## src/rtl/vga_axil_slave.sv

```systemverilog
// AXI4-lite slave front-end for the VGA top: one outstanding transaction, stretched write pulses.
// Optional macro VGA_AXIL_ADDR_CHECK_EN: out-of-range accesses are answered locally with SLVERR.
module vga_axil_slave #(
  parameter int unsigned C_AXI_DATA_WIDTH = 32,
  parameter int unsigned C_AXI_ADDR_WIDTH = 13,
  parameter int unsigned WR_PULSE         = 2,
  parameter int unsigned RD_LAT           = 3
) (
  input  logic                            clk_i,
  input  logic                            rstn_i,
  input  logic                            s_awvalid_i,
  output logic                            s_awready_o,
  input  logic [C_AXI_ADDR_WIDTH-1:0]     s_awaddr_i,
  input  logic                            s_wvalid_i,
  output logic                            s_wready_o,
  input  logic [C_AXI_DATA_WIDTH-1:0]     s_wdata_i,
  input  logic [C_AXI_DATA_WIDTH/8-1:0]   s_wstrb_i,
  output logic                            s_bvalid_o,
  input  logic                            s_bready_i,
  output logic [1:0]                      s_bresp_o,
  input  logic                            s_arvalid_i,
  output logic                            s_arready_o,
  input  logic [C_AXI_ADDR_WIDTH-1:0]     s_araddr_i,
  output logic                            s_rvalid_o,
  input  logic                            s_rready_i,
  output logic [C_AXI_DATA_WIDTH-1:0]     s_rdata_o,
  output logic [1:0]                      s_rresp_o,
  output logic                            axil_wready_o,
  output logic [C_AXI_ADDR_WIDTH-1:0]     axil_waddr_o,
  output logic [C_AXI_DATA_WIDTH-1:0]     axil_wdata_o,
  output logic [C_AXI_DATA_WIDTH/8-1:0]   axil_wstrb_o,
  output logic                            axil_rreq_o,
  output logic [C_AXI_ADDR_WIDTH-1:0]     axil_raddr_o,
  input  logic [C_AXI_DATA_WIDTH-1:0]     axil_rdata_i
);

  localparam int unsigned MAX_CNT     = (WR_PULSE > RD_LAT) ? WR_PULSE : RD_LAT;
  localparam int unsigned CNT_W       = $clog2(MAX_CNT + 1);
  localparam logic [1:0]  RESP_OKAY   = 2'b00;
  localparam logic [1:0]  RESP_SLVERR = 2'b10;

  typedef enum logic [2:0] {IDLE, WPULSE, BRESP, RREQ, RRESP} state_t;

  state_t           state;
  logic [CNT_W-1:0] cnt;
  logic             last_wr;
  logic             wr_elig;
  logic             rd_elig;
  logic             grant_wr;
  logic             grant_rd;
  logic             wr_ok;
  logic             rd_ok;

`ifdef VGA_AXIL_ADDR_CHECK_EN
  localparam int unsigned FONT_LIMIT = 2048;
  localparam int unsigned BUF_LIMIT  = 6496;

  // Font ROM lives below 2 KiB, char buffer spans 0x1000 up to BUF_LIMIT.
  function automatic logic addr_legal(input logic [C_AXI_ADDR_WIDTH-1:0] a);
    logic [31:0] a32;
    a32 = 32'(a);
    return a[12] ? (a32 < BUF_LIMIT) : (a32 < FONT_LIMIT);
  endfunction

  assign wr_ok = addr_legal(s_awaddr_i);
  assign rd_ok = addr_legal(s_araddr_i);
`else
  assign wr_ok = 1'b1;
  assign rd_ok = 1'b1;
`endif

  // Acceptance and round-robin arbitration; held off while reset is asserted.
  always_comb begin
    wr_elig  = rstn_i && (state == IDLE) && s_awvalid_i && s_wvalid_i;
    rd_elig  = rstn_i && (state == IDLE) && s_arvalid_i;
    grant_wr = wr_elig && (!rd_elig || !last_wr);
    grant_rd = rd_elig && !grant_wr;
  end

  assign s_awready_o = grant_wr;
  assign s_wready_o  = grant_wr;
  assign s_arready_o = grant_rd;

  always_ff @(posedge clk_i or negedge rstn_i) begin
    if (!rstn_i) begin
      state         <= IDLE;
      cnt           <= '0;
      last_wr       <= 1'b0;
      s_bvalid_o    <= 1'b0;
      s_bresp_o     <= RESP_OKAY;
      s_rvalid_o    <= 1'b0;
      s_rdata_o     <= '0;
      s_rresp_o     <= RESP_OKAY;
      axil_wready_o <= 1'b0;
      axil_waddr_o  <= '0;
      axil_wdata_o  <= '0;
      axil_wstrb_o  <= '0;
      axil_rreq_o   <= 1'b0;
      axil_raddr_o  <= '0;
    end else begin
      case (state)
        IDLE: begin
          if (grant_wr) begin
            last_wr      <= 1'b1;
            axil_waddr_o <= s_awaddr_i;
            axil_wdata_o <= s_wdata_i;
            axil_wstrb_o <= s_wstrb_i;
            if (wr_ok) begin
              axil_wready_o <= 1'b1;
              cnt           <= CNT_W'(WR_PULSE - 1);
              state         <= WPULSE;
            end else begin
              s_bvalid_o <= 1'b1;
              s_bresp_o  <= RESP_SLVERR;
              state      <= BRESP;
            end
          end else if (grant_rd) begin
            last_wr      <= 1'b0;
            axil_raddr_o <= s_araddr_i;
            if (rd_ok) begin
              axil_rreq_o <= 1'b1;
              cnt         <= CNT_W'(RD_LAT - 1);
              state       <= RREQ;
            end else begin
              s_rvalid_o <= 1'b1;
              s_rdata_o  <= '0;
              s_rresp_o  <= RESP_SLVERR;
              state      <= RRESP;
            end
          end
        end
        WPULSE: begin
          if (cnt == '0) begin
            axil_wready_o <= 1'b0;
            s_bvalid_o    <= 1'b1;
            s_bresp_o     <= RESP_OKAY;
            state         <= BRESP;
          end else begin
            cnt <= cnt - CNT_W'(1);
          end
        end
        BRESP: begin
          if (s_bready_i) begin
            s_bvalid_o <= 1'b0;
            state      <= IDLE;
          end
        end
        RREQ: begin
          // Last request cycle: the sink's data is valid now.
          if (cnt == '0) begin
            axil_rreq_o <= 1'b0;
            s_rdata_o   <= axil_rdata_i;
            s_rresp_o   <= RESP_OKAY;
            s_rvalid_o  <= 1'b1;
            state       <= RRESP;
          end else begin
            cnt <= cnt - CNT_W'(1);
          end
        end
        RRESP: begin
          if (s_rready_i) begin
            s_rvalid_o <= 1'b0;
            state      <= IDLE;
          end
        end
        default: state <= IDLE;
      endcase
    end
  end

endmodule

```

## config.mk

```make
export PLATFORM = sky130hd
export DESIGN_NAME = vga_axil_slave
export DESIGN_NICKNAME = d
export VERILOG_FILES = /design/src/rtl/vga_axil_slave.sv
export SDC_FILE = /design/constraint.sdc
export NUM_CORES = 1
export LEC_CHECK = 0
export CAP_MARGIN = 20
export CORE_UTILIZATION = 41
export CTS_CLUSTER_SIZE = 28
export DETAILED_ROUTE_END_ITERATION = 8
export GPL_ROUTABILITY_DRIVEN = 1
export PLACE_DENSITY = 0.81
export SYNTH_ARGS = -nofsm -noshare
export SYNTH_HDL_FRONTEND = slang
export SYNTH_SLANG_ARGS = --single-unit
```

## constraint.sdc

```tcl
create_clock -name clk_i -period 2.6 [get_ports clk_i]
set_input_delay 0.39 -clock clk_i [delete_from_list [all_inputs] [get_ports clk_i]]
set_output_delay 0.39 -clock clk_i [all_outputs]
set_load 0.01 [all_outputs]
```

==> metrics.md <==
| Metric | Value |
|---|---|
| Status | complete, no violations |
| Die X | 104.9 µm |
| Ys flop type | dfrtp_1 |
| WL final | 9762 µm |
| Rel. slew slack | 0.4884 |
| Final period util | 0.9653 |
| Area grow syn2layout | 51.69% |
| Ys Warns | 0 |
| Final nets | 563 |
| Share of cells above drive strength 1 | 0.2629 |
| CP bufs+invs | 1 |
| Pins over their slew limit | 0 |
| Detailed Routing Iterations Pass 1 | 4 |
| CP Capture Type | primary output |
| CTS buffer count | 9 |
| Synth top cells by count | dfrtp_1, mux2_2, mux2_4 |
| Worst-Margin Slew | 0.7674 ns |
| Die span in y | 104.9 µm |
| Async set-reset flop share out of synthesis | 1.000 |
| FP Rows | 37 |
| CTS tree | done |
| Starting Density | 0.4221 |
| Average wire per standard cell | 16.27 µm |
| Total congestion overflow | 0 |
| HP Class | primary input to async pin |
| Hpwl dp | 7237 µm |
| Cell family with most CP delay | simple AND/OR/NAND/NOR gates |
| Vias per inst | 4.762 |
| RSZ-0062 raised after global routing | false |
| Switching power | 2145 µW |
| Slowest Stage Delay on Critical Path | between 0.5 and 0.6 ns |
| Share of the synthesized area in the top cell type | 0.5999 |
| Fmax | 398.4 MHz |
| Clk_lat worst skew | between 0.3 and 0.4 ns |
| Clk slew on worst S/H paths | 0.09 ns |
| Clock root cell | clkbuf_8 |
| First-pass GRT wire length | 15660 µm |
| Flops & latches, synth | ~100 |
| Most numerous cell in the Yosys netlist | dfrtp_1 |
| Pleak | 0.002813 µW |
| Initial DRC Count | 86 |
| Cell Chain, Critical Path | nor4b_4, and4_4, clkdlybuf4s50_1 |
| Startpoint types | register |
| Sw Share | 0.2871 |
| Syn avg cell area | 16.75 µm² |
| Final setup fails | 0 |
| Critical path's slowest cell | clkdlybuf4s50_1 |
| Crit path DAT | 2.12 ns |
| Initial antenna violation count | 0 |
| Routed Antenna Nets | 0 |
| CP Data Required Time | approximately 2.2 ns |
| CTS Hold Buffers Added | 0 |
| Die Footprint | 11000 µm² |
| Part of the power in the clock network | 0.143 |
| Max-cap viol count | 0 |
| DRC Markers | 0 |
| Gpl congestion | around 0.76 |
| Largest net degree at the start of global routing | 62 |
| Vias in the first global route | 3084 |
| Post-synth EDFFs | 0 |
| CP Class | register to primary output |
| Antenna diodes | 0 |
| Power Density | approximately 1100 nW/µm² |
| Clk_skew | 0.009724 ns |
| Core box area | 10280 µm² |
| Seq/Total Area, Yosys | 0.5999 |
| Clk buf depth | 2 |
| I/O pins | 206 |
| Cell area after synthesis | ~4300 µm² |
| GRT Util Overall | 0.1842 |
| Vias | 2857 |
| Combinational share of power | 0.473 |
| Setup TNS | 0 ns |
| Largest cells by area after synthesis | dfrtp_1, mux2_4, mux2_2 |
| Fillcell total | 775 |
| Post-synth top area cell | dfrtp_1 |
| Num Clock Sinks | 104 |
| Internal | around 5300 µW |
| Htree depth | 3 |
| Max VDD drop | 0.5006 mV |
| Sequential power share | 0.384 |
| Final Hold Viols | 0 |
| I/O Buffers | 201 |
| Post-synthesis cell count | 259 |
| Final non-filler cell area | 6580 µm² |
| Synth cell types | 33 |
| Placed cell areas | 6362 µm² |
| Period minus WS final | about 2.5 ns |
| Max FO, Critical Path | 9 |
==> placed cells by master, fill, tap and decap left out, drive strengths merged, types with 3 or more instances in the layout <==
| master | instances |
|---|---|
| o31ai | 3 |
| clkbuf | 11 |
| dfrtp | 104 |
| conb | 4 |
| inv | 5 |
| buf | 7 |
| clkdlybuf4s50 | 200 |
| mux2 | 94 |
| nand2 | 7 |
==> power by group through the flow <==
stage / registers (µW) / clock network, µW / logic (µW)
after floorplan: 3210 / 0 / 1310
after global placement: 2860 / 0 / 3490
after detailed placement: 2910 / 0 / 3550
after CTS: 2880 / 1100 / 3570
after global routing: 2990 / 1160 / 3750
final: 2870 / 1070 / 3530
==> worst paths after layout <==
| check | slack [ns] | from | cells past startpoint | endpoint |
|---|---|---|---|---|
| worst max-delay path | 0.09 | state[1] | 3 | s_wready_o |
| worst min-delay path | 0.11 | rstn_i | 2 | axil_wdata_o[25] |
| worst max register to register | 0.51 | state[1] | 4 | axil_wdata_o[0] |
| worst min register to register | 0.50 | axil_rreq_o | 1 | axil_rreq_o |
| max in group asynchronous | 1.29 | rstn_i | 3 | state[0] |
| min in group clk_i | 0.50 | axil_rreq_o | 1 | axil_rreq_o |
==> logic make-up (layout without fill, tap and decap cells) <==
kind of cell | after synthesis | count (layout) | synth area share
and+or+nand+nor | 17 | 17 | 0.02740
muxes | 94 | 94 | 0.2838
AOI/OAI and AO/OA | 18 | 18 | 0.03087
adders and majority gates | 1 | 1 | 0.002884
DFF | 104 | 104 | 0.5999
other | 1 | 4 | 0.0008645
buffers and inverters | 24 | 226 | 0.05423
==> stage by stage <==
step | worst slack (ns) | hold slack (ns) | cells | util | total power, µW
after floorplan | 0.7277 | 0.09441 | 262 | - | 4519
after global placement | 0.4827 | 0.4789 | 585 | 0.6191 | 6350
after detailed placement | 0.4338 | 0.4871 | 585 | 0.6191 | 6459
after CTS | 0.02999 | 0.1320 | 599 | 0.6394 | 7557
after global routing | 0.008246 | 0.1611 | 600 | 0.6402 | 7890
final | 0.09027 | 0.1099 | 600 | 0.6402 | 7471
==> registers in the layout, indices dropped and copies added, names as in the netlist <==
register	flops
s_rvalid_o	1
axil_wstrb_o	4
s_bvalid_o	1
axil_waddr_o	13
axil_wready_o	1
state	3
axil_rreq_o	1
axil_raddr_o	13
last_wr	1
axil_wdata_o	32
cnt	2
s_rdata_o	32
==> final cells by class <==
type / instances / area (µm²) / area share
sequential: 104 / 2604 / 0.3957
timing repair buffer: 207 / 2067 / 0.3141
multi-input combinational: 134 / 1511 / 0.2297
tap: 136 / 170.2 / 0.02586
clock buffer: 11 / 141.4 / 0.02149
clock inverter: 3 / 67.56 / 0.01027
inverter: 5 / 18.77 / 0.002852
==> timing repair <==
| action | CTS | global route |
|---|---|---|
| setup buffers | 0 | 1 |
| setup endpoints to repair | 0 | 2 |
| resized for setup | 0 | 1 |
==> per-layer routing <==
metal	up-vias	GRT usage	part of all wire	wire length, µm
li1	1302	-	-	-
met1	1407	0.2216	0.40	3949
met2	131	0.3089	0.50	4843
met3	17	0.05614	0.082	796
met4	0	0.07243	0.018	172
met5	-	0	0	0
No activity file was read; power rests on OpenSTA's default activity.
